File: config.mk
export PLATFORM = sky130hd
export DESIGN_NAME = fetch_prefetch_queue_flat
export DESIGN_NICKNAME = d
export VERILOG_FILES = /design/src/rtl/fetch_prefetch_queue_pkg.sv /design/src/rtl/fetch_prefetch_queue_if.sv /design/src/rtl/fetch_prefetch_queue_prefetch_fifo.sv /design/src/rtl/fetch_prefetch_queue.sv /design/src/flat_wrapper.sv
export SDC_FILE = /design/constraint.sdc
export NUM_CORES = 1
export LEC_CHECK = 0
export CAP_MARGIN = 0
export CORE_MARGIN = 5
export CORE_UTILIZATION = 40
export CTS_BUF_LIST = sky130_fd_sc_hd__clkbuf_8
export DETAILED_ROUTE_END_ITERATION = 16
export DONT_BUFFER_PORTS = 1
export PLACE_DENSITY = 0.65
export SYNTH_ARGS = -nofsm -noshare
export SYNTH_HDL_FRONTEND = slang
export SYNTH_SLANG_ARGS = --single-unit
File: constraint.sdc
create_clock -name clk -period 3.37 [get_ports clk]
set_clock_uncertainty 0.15 [all_clocks]
set_input_delay 0.337 -clock clk [delete_from_list [all_inputs] [get_ports clk]]
set_output_delay 0.337 -clock clk [all_outputs]
set_load 0.005 [all_outputs]
File: src/rtl/fetch_prefetch_queue_pkg.sv
// Shared architectural constants for the fetch path: NOP encoding and the instruction-type field.
package fetch_prefetch_queue_pkg;

  localparam int unsigned ArchInstrWidth = 32;
  localparam logic [ArchInstrWidth-1:0] ArchNop = 32'h0000_0000;

  localparam int unsigned InstrTypeLsb   = 0;
  localparam int unsigned InstrTypeWidth = 7;

  function automatic logic [InstrTypeWidth-1:0] instr_type(input logic [ArchInstrWidth-1:0] word);
    return word[InstrTypeLsb +: InstrTypeWidth];
  endfunction

endpackage

File: src/rtl/fetch_prefetch_queue_if.sv
// Memory read port, redirect and decode handshake signals of the fetch stage.
interface fetch_prefetch_queue_if #(
  parameter int unsigned ADDR_WIDTH = 32,
  parameter int unsigned DATA_WIDTH = 32
) ();

  logic [ADDR_WIDTH-1:0] mem_raddr;
  logic [DATA_WIDTH-1:0] mem_rdata;
  logic                  redirect_valid;
  logic [ADDR_WIDTH-1:0] redirect_addr;
  logic                  instr_ready;
  logic                  instr_valid;
  logic [DATA_WIDTH-1:0] instr;
  logic [ADDR_WIDTH-1:0] instr_pc;

  modport master (
    output mem_raddr,
    input  mem_rdata,
    input  redirect_valid,
    input  redirect_addr,
    input  instr_ready,
    output instr_valid,
    output instr,
    output instr_pc
  );

  modport slave (
    input  mem_raddr,
    output mem_rdata,
    output redirect_valid,
    output redirect_addr,
    output instr_ready,
    input  instr_valid,
    input  instr,
    input  instr_pc
  );

endinterface

File: src/rtl/fetch_prefetch_queue_prefetch_fifo.sv
// Circular prefetch buffer with push/pop/flush; flush wins over everything else.
module fetch_prefetch_queue_prefetch_fifo #(
  parameter int unsigned DEPTH = 4,
  parameter int unsigned WIDTH = 64
) (
  input  logic             clk,
  input  logic             rst,
  input  logic             push_i,
  input  logic             pop_i,
  input  logic             flush_i,
  input  logic [WIDTH-1:0] wdata_i,
  output logic [WIDTH-1:0] rdata_o,
  output logic             full_o,
  output logic             empty_o
);

  localparam int unsigned PtrWidth = $clog2(DEPTH);
  localparam int unsigned CntWidth = $clog2(DEPTH + 1);

  logic [WIDTH-1:0]    mem_q [DEPTH];
  logic [PtrWidth-1:0] rd_ptr_q, rd_ptr_d;
  logic [PtrWidth-1:0] wr_ptr_q, wr_ptr_d;
  logic [CntWidth-1:0] count_q, count_d;

  always_comb begin
    rd_ptr_d = rd_ptr_q;
    wr_ptr_d = wr_ptr_q;
    count_d  = count_q;
    if (flush_i) begin
      rd_ptr_d = '0;
      wr_ptr_d = '0;
      count_d  = '0;
    end else begin
      if (push_i) wr_ptr_d = wr_ptr_q + PtrWidth'(1);
      if (pop_i)  rd_ptr_d = rd_ptr_q + PtrWidth'(1);
      if (push_i && !pop_i) begin
        count_d = count_q + CntWidth'(1);
      end else if (pop_i && !push_i) begin
        count_d = count_q - CntWidth'(1);
      end
    end
  end

  always_ff @(posedge clk or negedge rst) begin
    if (!rst) begin
      rd_ptr_q <= '0;
      wr_ptr_q <= '0;
      count_q  <= '0;
    end else begin
      rd_ptr_q <= rd_ptr_d;
      wr_ptr_q <= wr_ptr_d;
      count_q  <= count_d;
    end
  end

  // Storage is never read while empty, so it carries no reset.
  always_ff @(posedge clk) begin
    if (push_i && !flush_i) mem_q[wr_ptr_q] <= wdata_i;
  end

  assign rdata_o = mem_q[rd_ptr_q];
  assign full_o  = (count_q == CntWidth'(DEPTH));
  assign empty_o = (count_q == '0);

endmodule

File: src/rtl/fetch_prefetch_queue.sv
// Fetch stage: owns the fetch PC, prefetches sequential words and presents the oldest to decode.
module fetch_prefetch_queue #(
  parameter int unsigned DEPTH      = 4,
  parameter int unsigned ADDR_WIDTH = 32,
  parameter int unsigned DATA_WIDTH = 32
) (
  input  logic                    clk,
  input  logic                    rst,
  fetch_prefetch_queue_if.master  bus
);

  import fetch_prefetch_queue_pkg::*;

  localparam int unsigned EntryWidth = ADDR_WIDTH + DATA_WIDTH;

  logic [ADDR_WIDTH-1:0] fetch_pc_q, fetch_pc_d;
  logic [EntryWidth-1:0] head;
  logic [ADDR_WIDTH-1:0] head_pc;
  logic [DATA_WIDTH-1:0] head_word;
  logic                  push, pop, full, empty;

  // Redirect suppresses both queue operations; a full queue may still push if it pops.
  always_comb begin
    pop        = !empty && bus.instr_ready && !bus.redirect_valid;
    push       = !bus.redirect_valid && (!full || pop);
    fetch_pc_d = fetch_pc_q;
    if (bus.redirect_valid) begin
      fetch_pc_d = bus.redirect_addr;
    end else if (push) begin
      fetch_pc_d = fetch_pc_q + ADDR_WIDTH'(1);
    end
  end

  always_ff @(posedge clk or negedge rst) begin
    if (!rst) begin
      fetch_pc_q <= '0;
    end else begin
      fetch_pc_q <= fetch_pc_d;
    end
  end

  fetch_prefetch_queue_prefetch_fifo #(
    .DEPTH (DEPTH),
    .WIDTH (EntryWidth)
  ) u_fifo (
    .clk     (clk),
    .rst     (rst),
    .push_i  (push),
    .pop_i   (pop),
    .flush_i (bus.redirect_valid),
    .wdata_i ({fetch_pc_q, bus.mem_rdata}),
    .rdata_o (head),
    .full_o  (full),
    .empty_o (empty)
  );

  assign {head_pc, head_word} = head;

  assign bus.mem_raddr   = fetch_pc_q;
  assign bus.instr_valid = !empty;
  assign bus.instr       = empty ? DATA_WIDTH'(ArchNop) : head_word;
  assign bus.instr_pc    = empty ? '0 : head_pc;

endmodule

File: src/flat_wrapper.sv
// flat-port wrapper written by rule: the top's interface ports become plain ports
module fetch_prefetch_queue_flat import fetch_prefetch_queue_pkg::*;
#(
  parameter int unsigned DEPTH      = 4,
  parameter int unsigned ADDR_WIDTH = 32,
  parameter int unsigned DATA_WIDTH = 32
)
  (clk, rst, bus_mem_raddr, bus_mem_rdata, bus_redirect_valid, bus_redirect_addr, bus_instr_ready, bus_instr_valid, bus_instr, bus_instr_pc);
  fetch_prefetch_queue_if #(.ADDR_WIDTH(ADDR_WIDTH), .DATA_WIDTH(DATA_WIDTH)) bus_i ();
  input  logic clk;
  input  logic rst;
  output wire logic [$bits(bus_i.mem_raddr)-1:0] bus_mem_raddr;
  input wire logic [$bits(bus_i.mem_rdata)-1:0] bus_mem_rdata;
  input wire logic [$bits(bus_i.redirect_valid)-1:0] bus_redirect_valid;
  input wire logic [$bits(bus_i.redirect_addr)-1:0] bus_redirect_addr;
  input wire logic [$bits(bus_i.instr_ready)-1:0] bus_instr_ready;
  output wire logic [$bits(bus_i.instr_valid)-1:0] bus_instr_valid;
  output wire logic [$bits(bus_i.instr)-1:0] bus_instr;
  output wire logic [$bits(bus_i.instr_pc)-1:0] bus_instr_pc;
  assign bus_mem_raddr = bus_i.mem_raddr;
  assign bus_i.mem_rdata = bus_mem_rdata;
  assign bus_i.redirect_valid = bus_redirect_valid;
  assign bus_i.redirect_addr = bus_redirect_addr;
  assign bus_i.instr_ready = bus_instr_ready;
  assign bus_instr_valid = bus_i.instr_valid;
  assign bus_instr = bus_i.instr;
  assign bus_instr_pc = bus_i.instr_pc;
  fetch_prefetch_queue #(.DEPTH(DEPTH), .ADDR_WIDTH(ADDR_WIDTH), .DATA_WIDTH(DATA_WIDTH)) u_core (.clk(clk), .rst(rst), .bus(bus_i));
endmodule
Word level (Yosys, flattened, before mapping). Memories as Yosys holds them, arrays and structs flattened. Index checks and enable logic that the tools add are counted.

Bits in latches: 0. Bits in read-only memories: 0. Bits in registers: 39. Memory bits (writable): 256. Word-level logic and storage cells: 40. Memories kept: 1. Output and inout bits: 97. Bits of input ports: 68.

Shift-type cells: 0. Order comparisons: 0. Bitwise gates (word level): 0. Multipliers: 0. Add/sub/neg operators: 5. Div/mod/pow operators: 0. Eq/ne operators: 1. Multiplexer cells: 13. Reductions and logical operators: 16.

Memories: u_core.u_fifo.mem_q (depth 4, bits a word 64, rd ports 1, clocked after memory_dff 0, write ports 1, RTL line fetch_prefetch_queue_prefetch_fifo.sv:20) `logic [WIDTH-1:0] mem_q [DEPTH];`.

Operators with widths (count): 2-to-1 mux 32 bit (4); adder 32 x 1 -> 32 bit (second input constant) (1); 2-to-1 mux 3 bit (3); 2-to-1 mux 2 bit (4); logical AND 1 bit (6); zero test 1 bit (5); adder 2 x 1 -> 2 bit (second input constant) (2); nonzero test 2 bit (2); adder 3 x 1 -> 3 bit (second input constant) (1); equality test 3 bit (second input constant) (1); zero test 3 bit (1); nonzero test 3 bit (1); subtractor 3 x 1 -> 3 bit (second input constant) (1); 2-to-1 mux 1 bit (2); logical OR 1 bit (1).

Longest topological paths before layout.
Depth in word-level cells: 11. Gate-level depth with buffers: 10. Depth with buffers taken out: 8.

Hierarchy. Synthesis repeated with hierarchy kept, for this count alone.

Cells, all modules: 668. Area, all modules: 11997.8 µm².

By module, submodules not included: fetch_prefetch_queue_prefetch_fifo (seq. area each 7862.5 µm², times used 1, cells each 378, area each 9661.8 µm²); fetch_prefetch_queue (seq. area each 800.8 µm², times used 1, cells each 290, area each 2336.0 µm²).

Least setup slack after synthesis. OpenSTA, ideal clock, no wires.

Path kind: in2reg. Start point: input bus_redirect_valid. End point: memory u_core.u_fifo.mem_q[1][0] (enable). Path buffers: 2. Arrival time: 2.512 ns. Stages: 4. Setup slack: 0.280 ns. Library setup time: 0.429 ns. Data required time: 2.791 ns. Cells stage by stage: clkbuf_1 -> clkbuf_1 -> a31oi_1 -> and2_1.

Word-level cells in the longest chain between the ends: 7.

Ends and longest elaborated chain: from (decl) (RTL line flat_wrapper.sv:14) `input wire logic [$bits(bus_i.redirect_valid)-1:0] bus_redirect_valid;`; zero test 1 bit * (RTL line fetch_prefetch_queue_prefetch_fifo.sv:58, fetch_prefetch_queue.sv:24, fetch_prefetch_queue.sv:25); logical AND 1 bit (RTL line fetch_prefetch_queue.sv:24) `pop = !empty && bus.instr_ready && !bus.redirect_valid;`; logical OR 1 bit (RTL line fetch_prefetch_queue.sv:25) `push = !bus.redirect_valid && (!full || pop);`; logical AND 1 bit (RTL line fetch_prefetch_queue.sv:25); logical AND 1 bit * (RTL line fetch_prefetch_queue_prefetch_fifo.sv:58) `if (push_i && !flush_i) mem_q[wr_ptr_q] <= wdata_i;`; 2-to-1 mux 1 bit * (RTL line fetch_prefetch_queue_prefetch_fifo.sv:58); 2-to-1 mux 1 bit (not written as such) * (RTL line fetch_prefetch_queue_prefetch_fifo.sv:58); to (decl) (RTL line fetch_prefetch_queue_prefetch_fifo.sv:20).

Every way passes the cells marked *; elsewhere a longest branch is shown, timed or not.

Worst setup path after layout.
Start point: register u_core.u_fifo.rd_ptr_q[0]. End point: output bus_instr_pc[27].

Word-level cells in the longest chain between the ends: 2.

Ends and longest elaborated chain: from (decl) (RTL line fetch_prefetch_queue_prefetch_fifo.sv:21) `logic [PtrWidth-1:0] rd_ptr_q, rd_ptr_d;`; from (signal assigned) (RTL line fetch_prefetch_queue_prefetch_fifo.sv:50) `rd_ptr_q <= rd_ptr_d;`; memory (4 x 64 bit); 2-to-1 mux 32 bit (RTL line fetch_prefetch_queue.sv:62) `assign bus.instr_pc = empty ? '0 : head_pc;`; to (decl) (RTL line flat_wrapper.sv:19) `output wire logic [$bits(bus_i.instr_pc)-1:0] bus_instr_pc;`.

Every way passes these cells.

==> metrics.md <==
| Metric | Value |
|---|---|
| Hold_ws | 0.143 ns |
| Post-synth EDFFs | 256 |
| Total gr overflow | 0 |
| Mapped Nets | 742 |
| CP max stage cell | dfrtp_4 |
| Largest net degree at the start of global routing | 70 |
| Actual slew at the worst max-slew pin | 1.03 ns |
| RD Place Congestion | 0.806 |
| Worst IR drop on VDD | 0.363 mV |
| Vias in the first global route | 6,858 |
| Setup TNS | 0 ns |
| Register area | 8670 um^2 |
| Layout Cells excl Fill | 1,188 |
| Worst min path class | in -> async |
| Async set or reset register ratio after synthesis | 0.132 |
| CORE AREA | 29,600 um^2 |
| Fin. Hold Viols | 0 |
| RSZ-0062 raised after global routing | no |
| Max Slew Vio Count | 0 |
| Layout area overhead | 17.4% |
| Fin area | 14,100 um^2 |
| Number of I/O port buffers | 0 |
| DR iter-0 viols | 337 |
| Most frequent cells in the layout | edfxtp_1, and2_1, dlygate4sd3_1, mux4_2, clkbuf_8 |
| Register bit total from synthesis | 295 |
| Crit path cell chain | buf_12, mux4_2, and2_1 |
| Crit path kind | reg -> out |
| Dpl cell area | 12,500 um^2 |
| Initial antenna violation count | 0 |
| Setup crit start kind | flop |
| Dominant synthesized flop cell | edfxtp_1 |
| Clock Sinks | 295 |
| Hold buffer count at CTS | 70 |
| Run status | finished, final reports clean |
| Crit end category | output pin |
| CTS clk-pin slew, worst paths | 0.07 ns |
| Post-CTS Setup Bufs | 0 |
| TritonCTS Buffers | 48 |
| Slew headroom | 0.314 |
| Mapped Cells | 668 |
| I/O pins | 165 |
| Routed length per placed instance | 22.0 um |
| Final worst slack | 0.505 ns |
| Worst Setup SP | u_core.u_fifo.rd_ptr_q[0] |
| Antenna-violating nets left | 0 |
| Fillers | 2,526 |
| Clk root buf | clkbuf_8 |
| Total Power | 9.71 mW |
| Routed vias | 6,292 |
| TritonRoute pass-1 iters | 5 |
| Initial core utilization | 0.405 |
| Area of the multi-input gates | 3180 um^2 |
| Register area share after synthesis | 0.722 |
| Syn Area/Cell | 18.0 um^2 |
| Worst-Skew Late Latency | 0.55 ns |
| DRC viols | 0 |
| Total track usage | 0.154 |
| FP Rows | 63 |
| Maximum clock path buffer count | 3 |
| Req. time, crit path | 2.88 ns |
| Number of H-tree levels | 2 |
| Period utilisation layout | 0.850 |
| Crit path DAT | 2.38 ns |
| Synth cell types | 42 |
| Post-detail-place hpwl | 16,000 um |
| Max Cap Violations | 0 |
| Nets | 838 |
| Pre-CTS setup slack | 1.02 ns |
| Chip width | 183 um |
| Most common cell after layout, fill and taps aside | edfxtp_1 |
| Largest stage delay on the critical path | 0.68 ns |
| Critical R2R Launch | u_core.bus.mem_raddr[3] |
| Crit Path Max Fanout | 36 |
| Leak Pwr | 4.62 nW |
| Placed cells | 1,034 |
| CTS tree | done |
| Yosys warns | 0 |
| Layout cells sized above 1 | 0.199 |
| Final setup viols | 0 |
| Post-cts resize count | 0 |
| Mapped Area | 12,000 um^2 |
| Post-DR vias/cell | 5.30 |
| Final min period | 2.87 ns |
| First-pass GRT wire length | 40,200 um |
| Routed WL | 26,100 um |
| Final Core Density | 0.475 |
| Die Span Y | 183 um |
| Fmax | 349 MHz |
| Die ar. | 33,600 um^2 |
| Pwr/cell area | 690 nW/um^2 |
==> path summary, 6_finish.rpt <==
check                      cells past startpoint                        end  slack (ns)
hold / removal                                 2   u_core.u_fifo.count_q[0]        0.14
hold reg to reg                                2  u_core.u_fifo.wr_ptr_q[0]        0.47
setup reg to reg                               5   u_core.bus.mem_raddr[28]        1.04
setup / recovery                               3           bus_instr_pc[27]        0.50
min in group clk                               4  u_core.u_fifo.wr_ptr_q[1]        0.16
max in group asynchronous                      2  u_core.u_fifo.rd_ptr_q[0]        2.71
==> metal layers <==
metal  up-vias  track usage  part of all wire
li1       2797            -                 -
met1      3231        0.192              0.40
met2       227        0.260              0.50
met3        37       0.0551             0.083
met4         0       0.0396             0.016
met5         -            0                 0
==> synthesized netlist by cell type, types with 5 or more instances <==
| cell | number | area (um^2) |
|---|---|---|
| nand4_1 | 15 | 93.8 |
| nand2_1 | 39 | 146 |
| dfrtp_1 | 39 | 976 |
| nor3_1 | 6 | 30.0 |
| o21ai_1 | 19 | 95.1 |
| and2_1 | 72 | 450 |
| ha_1 | 5 | 62.6 |
| o21ai_0 | 9 | 45.0 |
| nand3_1 | 12 | 60.1 |
| edfxtp_1 | 256 | 7690 |
| xnor2_1 | 16 | 140 |
| nor2_1 | 16 | 60.1 |
| buf_1 | 6 | 22.5 |
| xor2_1 | 16 | 140 |
| buf_2 | 9 | 45.0 |
| inv_1 | 7 | 26.3 |
| clkbuf_1 | 18 | 67.6 |
| mux4_2 | 64 | 1440 |
==> cell families (layout without fill, tap and decap cells) <==
family / after synthesis / after routing / share of synthesized area
flip-flops: 295 / 295 / 0.722
AND/OR/NAND/NOR: 186 / 186 / 0.0898
multiplexers: 72 / 72 / 0.127
buffers and inverters: 40 / 169 / 0.0135
AO/OA/AOI/OAI: 37 / 37 / 0.0170
XOR/XNOR: 32 / 32 / 0.0234
adder cells (fa/ha/maj): 6 / 6 / 0.00688
other: 0 / 1 / 0
==> state kept, by name (all words and copies together) (netlist names) <==
register,cells
u_core.u_fifo.mem_q,256
u_core.bus.mem_raddr,32
u_core.u_fifo.wr_ptr_q,2
u_core.u_fifo.count_q,3
u_core.u_fifo.rd_ptr_q,2
==> final cells by class <==
cell class,count,area share
Sequential cell,295,0.616
Multi-Input combinational cell,333,0.226
Timing Repair Buffer,79,0.0610
Clock buffer,49,0.0479
Tap cell,390,0.0347
Clock inverter,34,0.0127
Inverter,7,0.00187
Antenna cell,1,0.000178
==> worst max-delay path, delay by kind of cell (launching register included) <==
kind / cells / cell delay [ns]
multiplexers: 1 / 0.59
buffers and inverters: 1 / 0.34
AND/OR/NAND/NOR: 1 / 0.19
flip-flops: 1 / 0.68
==> power by group <==
group / switching (mW) / internal, mW
Sequential: 0.357 / 4.54
Clock: 1.34 / 1.43
Combinational: 1.08 / 0.965
Total: 2.78 / 6.94
Power figures use the tool's default switching activity.
